**src/rtl/video_timing_gen.sv**
```systemverilog
// Raster timing generator and pixel-stream sequencer for a VGA-style encoder.
// Optional colour-bar source is built only when VIDEO_TEST_PATTERN_EN is defined.
module video_timing_gen #(
  parameter int          H_ACTIVE      = 640,
  parameter int          H_FP          = 16,
  parameter int          H_SYNC        = 96,
  parameter int          H_BP          = 48,
  parameter int          V_ACTIVE      = 480,
  parameter int          V_FP          = 10,
  parameter int          V_SYNC        = 2,
  parameter int          V_BP          = 33,
  parameter logic        HSYNC_POL     = 1'b0,
  parameter logic        VSYNC_POL     = 1'b0,
  parameter logic [23:0] UNDERFLOW_RGB = 24'hFF00FF
) (
  input  logic        clk_pixel,
  input  logic        reset_i,
  input  logic [23:0] pix_data_i,
  input  logic        pix_valid_i,
  output logic        pix_ready_o,
  input  logic        test_pattern_i,
  output logic        vga_hsync_o,
  output logic        vga_vsync_o,
  output logic        vga_blank_o,
  output logic [7:0]  vga_r_o,
  output logic [7:0]  vga_g_o,
  output logic [7:0]  vga_b_o,
  output logic        frame_start_o,
  output logic        vblank_o,
  output logic        underflow_o,
  output logic [15:0] underflow_cnt_o
);

  localparam int H_TOTAL = H_ACTIVE + H_FP + H_SYNC + H_BP;
  localparam int V_TOTAL = V_ACTIVE + V_FP + V_SYNC + V_BP;
  localparam int HW = $clog2(H_TOTAL);
  localparam int VW = $clog2(V_TOTAL);

  localparam logic [HW-1:0] H_ACT  = HW'(H_ACTIVE);
  localparam logic [HW-1:0] H_SS   = HW'(H_ACTIVE + H_FP);
  localparam logic [HW-1:0] H_SE   = HW'(H_ACTIVE + H_FP + H_SYNC);
  localparam logic [HW-1:0] H_LAST = HW'(H_TOTAL - 1);
  localparam logic [VW-1:0] V_ACT  = VW'(V_ACTIVE);
  localparam logic [VW-1:0] V_SS   = VW'(V_ACTIVE + V_FP);
  localparam logic [VW-1:0] V_SE   = VW'(V_ACTIVE + V_FP + V_SYNC);
  localparam logic [VW-1:0] V_LAST = VW'(V_TOTAL - 1);

  logic [HW-1:0] h_q, h_d;
  logic [VW-1:0] v_q, v_d;

  logic          hsync_q, vsync_q, blank_q;
  logic [23:0]   rgb_q, rgb_d;
  logic          fs_q, vb_q, uf_q;
  logic [15:0]   ucnt_q, ucnt_d;

  logic          active_c, hs_act_c, vs_act_c;
  logic          pat_c, under_c;

  // Raster position: h wraps every line and carries into v
  always_comb begin
    h_d = h_q + 1'b1;
    v_d = v_q;
    if (h_q == H_LAST) begin
      h_d = '0;
      v_d = (v_q == V_LAST) ? '0 : v_q + 1'b1;
    end
  end

  assign active_c = (h_q < H_ACT) && (v_q < V_ACT);
  assign hs_act_c = (h_q >= H_SS) && (h_q < H_SE);
  assign vs_act_c = (v_q >= V_SS) && (v_q < V_SE);

`ifdef VIDEO_TEST_PATTERN_EN
  logic [2:0] bar_c;
  assign pat_c = test_pattern_i;
  assign bar_c = 3'((int'(h_q) * 8) / H_ACTIVE);
`else
  logic unused_tp;
  assign pat_c     = 1'b0;
  assign unused_tp = test_pattern_i;
`endif

  // Pixel source select: stream, underflow fill, colour bars or black
  always_comb begin
    rgb_d   = '0;
    under_c = 1'b0;
    if (active_c) begin
      if (pat_c) begin
`ifdef VIDEO_TEST_PATTERN_EN
        rgb_d = {{8{bar_c[2]}}, {8{bar_c[1]}}, {8{bar_c[0]}}};
`endif
      end else if (pix_valid_i) begin
        rgb_d = pix_data_i;
      end else begin
        rgb_d   = UNDERFLOW_RGB;
        under_c = 1'b1;
      end
    end
  end

  assign pix_ready_o = active_c & ~pat_c;

  // Underflow pixel count saturates rather than wrapping
  always_comb begin
    ucnt_d = ucnt_q;
    if (under_c && (ucnt_q != 16'hFFFF)) ucnt_d = ucnt_q + 16'd1;
  end

  // Counter state
  always_ff @(posedge clk_pixel or posedge reset_i) begin
    if (reset_i) begin
      h_q <= '0;
      v_q <= '0;
    end else begin
      h_q <= h_d;
      v_q <= v_d;
    end
  end

  // Output registers: all sampled from the same (h,v) for encoder alignment
  always_ff @(posedge clk_pixel or posedge reset_i) begin
    if (reset_i) begin
      hsync_q <= ~HSYNC_POL;
      vsync_q <= ~VSYNC_POL;
      blank_q <= 1'b1;
      rgb_q   <= '0;
      fs_q    <= 1'b0;
      vb_q    <= 1'b0;
      uf_q    <= 1'b0;
      ucnt_q  <= '0;
    end else begin
      hsync_q <= hs_act_c ? HSYNC_POL : ~HSYNC_POL;
      vsync_q <= vs_act_c ? VSYNC_POL : ~VSYNC_POL;
      blank_q <= ~active_c;
      rgb_q   <= rgb_d;
      fs_q    <= (h_q == '0) && (v_q == '0);
      vb_q    <= (v_q >= V_ACT);
      uf_q    <= uf_q | under_c;
      ucnt_q  <= ucnt_d;
    end
  end

  assign vga_hsync_o     = hsync_q;
  assign vga_vsync_o     = vsync_q;
  assign vga_blank_o     = blank_q;
  assign vga_r_o         = rgb_q[23:16];
  assign vga_g_o         = rgb_q[15:8];
  assign vga_b_o         = rgb_q[7:0];
  assign frame_start_o   = fs_q;
  assign vblank_o        = vb_q;
  assign underflow_o     = uf_q;
  assign underflow_cnt_o = ucnt_q;

endmodule
```
**config.mk**
```make
export PLATFORM = sky130hd
export DESIGN_NAME = video_timing_gen
export DESIGN_NICKNAME = d
export VERILOG_FILES = /design/src/rtl/video_timing_gen.sv
export SDC_FILE = /design/constraint.sdc
export NUM_CORES = 1
export LEC_CHECK = 0
export CAP_MARGIN = 20
export CORE_ASPECT_RATIO = 0.6
export CORE_MARGIN = 2
export CORE_UTILIZATION = 33
export DETAILED_ROUTE_END_ITERATION = 10
export GPL_ROUTABILITY_DRIVEN = 1
export SYNTH_ARGS = -nofsm -noshare
export SYNTH_HDL_FRONTEND = slang
export SYNTH_SLANG_ARGS = --single-unit
```
**constraint.sdc**
```tcl
create_clock -name clk_pixel -period 3.3 [get_ports clk_pixel]
set_input_delay 0.33 -clock clk_pixel [delete_from_list [all_inputs] [get_ports clk_pixel]]
set_output_delay 0.33 -clock clk_pixel [all_outputs]
set_load 0.01 [all_outputs]
```
==> flow_summary.json, run 1 <==
{
  "start_util_pct": 33.50,
  "critPathSlowestCell": "clkdlybuf4s50_1",
  "clock_latency_ns": 0.33,
  "yosysUniqueCellTypes": 50,
  "min_period_over_period_pct": 75.41,
  "post_cts_resized": 0,
  "ys_ff_latch": 66,
  "grt_max_degree": 41,
  "startpoint_type": "flip-flop",
  "grt_setup_unrepaired": "no",
  "dp_hpwl_um": 4723,
  "max_freq_mhz": 401.8,
  "syn_inst": 255,
  "tns_ns": 0,
  "clockRootBuffer": "clkbuf_16",
  "cp_cell_sequence": "a41oi_4 > nand2_1 > inv_2 > clkdlybuf4s50_1",
  "viasPerCell": 4.824,
  "cap_violations": 0,
  "clock-sinks": 66,
  "cts_buffers": 9,
  "wl_um": 6560,
  "ys_warn_count": 0,
  "cts_tree": "done",
  "max_slew_margin_pct": 46.07,
  "grt_pass1_wl_um": 10960,
  "worst_slack_ns": 0.8114,
  "slew_viol_final": 0,
  "ys_async_sr_fraction_pct": 100.0,
  "synth-edff-count": 0,
  "cp.arrival_ns": 2.16,
  "rr_worst_depth": 5,
  "grt_use_total_pct": 14.04,
  "vdd_drop_max_v": 0.0001939,
  "netlist_area_mm2": 0.003033,
  "first_pass_iters": 4,
  "mostFrequentLayoutCells": "clkdlybuf4s50_1 (73), dfrtp_1 (63), xor2_1 (22)",
  "finClkSkew_ns": 0.008836,
  "power_leakage_nw": 1.820,
  "htree_levels": 3,
  "crit_type": "reg -> out",
  "cts_buffer_depth": 2,
  "cp.required_ns": 2.97,
  "status": "finished clean",
  "p_per_area_mw_per_mm2": 543.0,
  "min_period_ns": 2.489,
  "synth_top_cell_area_share_pct": 51.98,
  "fillers": 810,
  "io_pins": 75,
  "place_ws_ns": 1.068,
  "synth_ff_type": "dfrtp_1",
  "final_common_cell": "clkdlybuf4s50_1",
  "final-setup-viol-count": 0,
  "yosysTopAreaCell": "dfrtp_1",
  "drive_above_1_share_pct": 14.45,
  "crit_fanout": 25,
  "detail_route.wl_per_cell_um": 14.42,
  "fp.dieW_um": 127.8,
  "slowest_delay_ns": 0.61,
  "worstMarginPinSlew_ns": 0.8023,
  "row_count": 27,
  "cts-hold-fix-buffers": 0,
  "gp_congestion": 0.7714,
  "hp-class": "in -> async",
  "final-hold-violation-count": 0,
  "dieArea_mm2": 0.009999,
  "final_antenna_net_count": 0,
  "synth_fp_nets": 289,
  "post-cts-setup-buffers": 0,
  "antennaDiodeCount": 0,
  "synthToLayoutAreaGrowth_pct": 39.69,
  "clkTransAtPathRegs_ns": 0.05,
  "drc_errors": 0,
  "dr_total_vias": 2195,
  "final_nets": 368,
  "core_area_mm2": 0.009054,
  "grt_pass1_vias": 2150,
  "avgSynthCellArea_um2": 11.89,
  "grt_overflow": 0,
  "port_buffers": 73,
  "end_kind": "primary output",
  "die_y_um": 78.26,
  "antenna_found_initial": 0,
  "synthTopCellsByArea": "dfrtp_1 (52%), xor2_1 (6.4%), o21a_1 (4.0%), nor3_2 (3.3%), and3_1 (2.9%)",
  "ys_seq_area_share_pct": 54.58,
  "drt_iter0_drc": 152
}
cells by family after synthesis:
logic type	after synthesis	share of synthesized area (%)
xor+xnor	25	7.219
simple gates	101	23.02
flops	66	54.58
compound gates	37	9.035
mux	1	0.3713
fa+ha+maj	6	2.475
buf+inv	19	3.300
registers in the layout, indices dropped and copies added, names as in the netlist:
register         cells
frame_start_o        1
h_q                 10
rgb_q               24
underflow_cnt_o     16
underflow_o          1
v_q                 10
vblank_o             1
vga_blank_o          1
vga_hsync_o          1
vga_vsync_o          1
worst max-delay path, delay by kind of cell (launching register included):
kind / cells / cell delay [ns]
DFF: 1 / 0.50
and+or+nand+nor: 1 / 0.12
buffers and inverters: 2 / 0.92
AOI/OAI and AO/OA: 1 / 0.29
area by class of cell:
class	instances	area, um^2	area share [%]
well taps	116	145.1	3.426
multi-input cells	170	1277	30.15
inverters	9	33.78	0.7974
clock inverters	6	115.1	2.717
flip-flops and latches	66	1655	39.07
repair buffers	78	780.7	18.43
clock buffers	10	229.0	5.405
worst paths after layout:
| path | start | end | slack (ns) |
|---|---|---|---|
| max reg2reg | underflow_cnt_o[0] | underflow_cnt_o[1] | 1.18 |
| max in group asynchronous | reset_i | underflow_cnt_o[11] | 2.29 |
| min in group clk_pixel | underflow_o | underflow_o | 0.48 |
| min | reset_i | rgb_q[3] | 0.28 |
| min reg2reg | underflow_o | underflow_o | 0.48 |
| max | v_q[9] | pix_ready_o | 0.81 |
through the flow:
step / utilization [%] / hold slack, ns / instances / total power (W) / cell area (um^2)
6_report: 46.79 / 0.2832 / 455 / 0.002301 / 4237
5_1_grt: 46.79 / 0.3015 / 455 / 0.002406 / 4237
4_1_cts: 46.79 / 0.2900 / 455 / 0.002338 / 4237
3_5_place_dp: 42.99 / 0.4751 / 439 / 0.001234 / 3892
3_3_place_gp: 42.77 / 0.4674 / 438 / 0.001222 / 3872
2_1_floorplan: - / 0.4470 / 255 / 0.001052 / 3033
power breakdown:
group / leakage [nW] / internal (W) / switching (W) / total [W]
clock: 0.163 / 0.000740 / 0.000347 / 0.00109
combinational: 0.845 / 0.000169 / 0.000118 / 0.000287
sequential: 0.812 / 0.000866 / 0.0000606 / 0.000927
total: 1.82 / 0.00178 / 0.000525 / 0.00230
routing by layer:
layer	routed length, um	share of wire (%)	GRT usage (%)	vias to the layer above
li1	-	-	-	1071
met1	3412	52	20.36	1065
met2	2756	42	19.68	54
met3	341	5.2	4.772	5
met4	49	0.75	4.286	0
met5	0	0	0	-
cell usage after synthesis (3+ instances only):
library cell / number
ha_1: 6
buf_4: 5
xor2_1: 22
o21a_1: 16
dfstp_2: 3
and4_1: 5
nand2_1: 20
nor3_2: 10
nor4_1: 3
nor2_1: 8
and3_1: 14
dfrtp_1: 63
inv_1: 7
nor4_2: 6
o21ai_1: 8
nand4_1: 8
xnor2_1: 3
nand3_1: 10
Note: power is estimated with default switching activity, not from simulation.
==> inputs of run 2 (changes only) <==
clock period = 2.2 ns   (was 3.3 ns; I/O delays follow)
==> run 2 against run 1 <==
  * Die area stayed put
  * Sequential cell count stayed put
  * Register-to-register slack worse by 0.77 ns
  * Critical path type unchanged
  * Critical endpoint unchanged
  * Largest cell class unchanged
  * Largest power group is now sequential cells
  * Highest routed layer unchanged
==> flow_summary.json, run 2 (synthesis gave the netlist of run 1 again) <==
{
  "worstMarginPinSlew_ns": 0.6826,
  "post_cts_resized": 0,
  "critical_path_buf_inv_count": 2,
  "critPathSlowestCell": "clkdlybuf4s50_1",
  "cp_cell_sequence": "o21ai_1 > nand2_1 > inv_2 > clkdlybuf4s50_1",
  "max_freq_mhz": 485.1,
  "dr_total_vias": 2230,
  "synthToLayoutAreaGrowth_pct": 37.83,
  "cap_violations": 0,
  "power.total_w": 0.003198,
  "min_period_ns": 2.061,
  "crit_type": "reg -> out",
  "wl_um": 6766,
  "cts_buffer_depth": 2,
  "end_kind": "primary output",
  "clockRootBuffer": "clkbuf_16",
  "drc_errors": 0,
  "clock_latency_ns": 0.33,
  "antennaDiodeCount": 0,
  "detail_route.wl_per_cell_um": 14.87,
  "final_antenna_net_count": 0,
  "crit_fanout": 6,
  "start_util_pct": 33.50,
  "final-setup-viol-count": 0,
  "grt_use_total_pct": 14.43,
  "cp.arrival_ns": 1.84,
  "cp.required_ns": 1.98,
  "dp.cells": 439,
  "grt_pass1_vias": 2116,
  "clock-sinks": 66,
  "cts_buffers": 9,
  "gp_congestion": 0.7595,
  "post-cts-setup-buffers": 0,
  "drt_iter0_drc": 111,
  "status": "finished clean",
  "core_area_mm2": 0.009054,
  "largest_reg_flops": 24,
  "grt_setup_unrepaired": "no",
  "mostFrequentLayoutCells": "clkdlybuf4s50_1 (73), dfrtp_1 (63), xor2_1 (22)",
  "hp-class": "in -> async",
  "min_period_over_period_pct": 93.69,
  "antenna_found_initial": 0,
  "p_per_area_mw_per_mm2": 765.1,
  "tns_ns": 0,
  "grt_max_degree": 67,
  "power_leakage_nw": 1.792,
  "fillers": 830,
  "die_y_um": 78.26,
  "viasPerCell": 4.901,
  "io_pins": 75,
  "row_count": 27,
  "max_slew_margin_pct": 54.11,
  "clkTransAtPathRegs_ns": 0.05,
  "grt_overflow": 0,
  "final_common_cell": "clkdlybuf4s50_1",
  "dieArea_mm2": 0.009999,
  "fp.dieW_um": 127.8,
  "vdd_drop_max_v": 0.0003824,
  "slowest_delay_ns": 0.53,
  "finClkSkew_ns": 0.006326,
  "dp_hpwl_um": 4768,
  "final-instance-count-excl-fill": 455,
  "regMostFlops": "rgb_q",
  "final_nets": 368,
  "final-hold-violation-count": 0,
  "htree_levels": 3,
  "startpoint_type": "flip-flop",
  "drive_above_1_share_pct": 14.16,
  "grt_pass1_wl_um": 11170,
  "port_buffers": 73,
  "path_delay_family": "buffers and inverters",
  "slew_viol_final": 0,
  "first_pass_iters": 4,
  "cts_tree": "done",
  "cts-hold-fix-buffers": 0
}
## run 2: cell count changes in the layout (fill, tap and decap cells not counted)
cell,previous run,this run
clkinv_4,2,0
clkbuf_1,1,2
clkinv_2,0,2
clkinvlp_4,1,2
bufinv_16,3,1
## run 2: stage by stage
step,setup WS [ns],utilization (%),cell area (um^2),hold slack (ns)
after floorplan,0.3302,-,3033,0.3370
after global placement,0.3294,42.99,3892,0.4532
after detailed placement,0.2317,42.99,3892,0.4600
after CTS,0.1011,46.17,4180,0.3239
after global routing,0.03202,46.17,4180,0.3465
final,0.1387,46.17,4180,0.3082
## run 2: final timing paths
kind	start	end	slack (ns)	cells past startpoint
min in group clk_pixel	pix_data_i[18]	rgb_q[18]	0.47	2
worst max-delay path	h_q[7]	pix_ready_o	0.14	4
worst min register to register	underflow_o	underflow_o	0.48	1
max in group asynchronous	reset_i	vga_vsync_o	1.56	3
worst max register to register	v_q[9]	underflow_cnt_o[1]	0.41	4
worst min-delay path	reset_i	rgb_q[18]	0.31	3
## run 2: routing by layer
metal	global-route usage, %	share of wire, %	up-vias
li1	-	-	1067
met1	21.85	52	1075
met2	19.09	40	79
met3	4.976	6.8	9
met4	4.286	1.2	0
met5	0	0	-
## run 2: worst min-delay path: stages
cell	delay, ns
clkdlybuf4s50_1	0.43
inv_2	0.08
buf_12	0.30
## run 2: report_power, final
group	total (W)	switching, W	internal (W)	leakage (nW)
Clock	0.00138	0.000508	0.000873	0.136
Combinational	0.000423	0.000173	0.000251	0.845
Sequential	0.00139	0.0000947	0.00130	0.812
## run 2: cell type report
| class | count | area [um^2] | share of cell area [%] |
|---|---|---|---|
| repair buffers | 78 | 780.7 | 18.68 |
| inverters | 9 | 33.78 | 0.8081 |
| well taps | 116 | 145.1 | 3.472 |
| clock buffers | 11 | 232.7 | 5.567 |
| flip-flops and latches | 66 | 1655 | 39.60 |
| clock inverters | 5 | 55.05 | 1.317 |
| multi-input cells | 170 | 1277 | 30.56 |
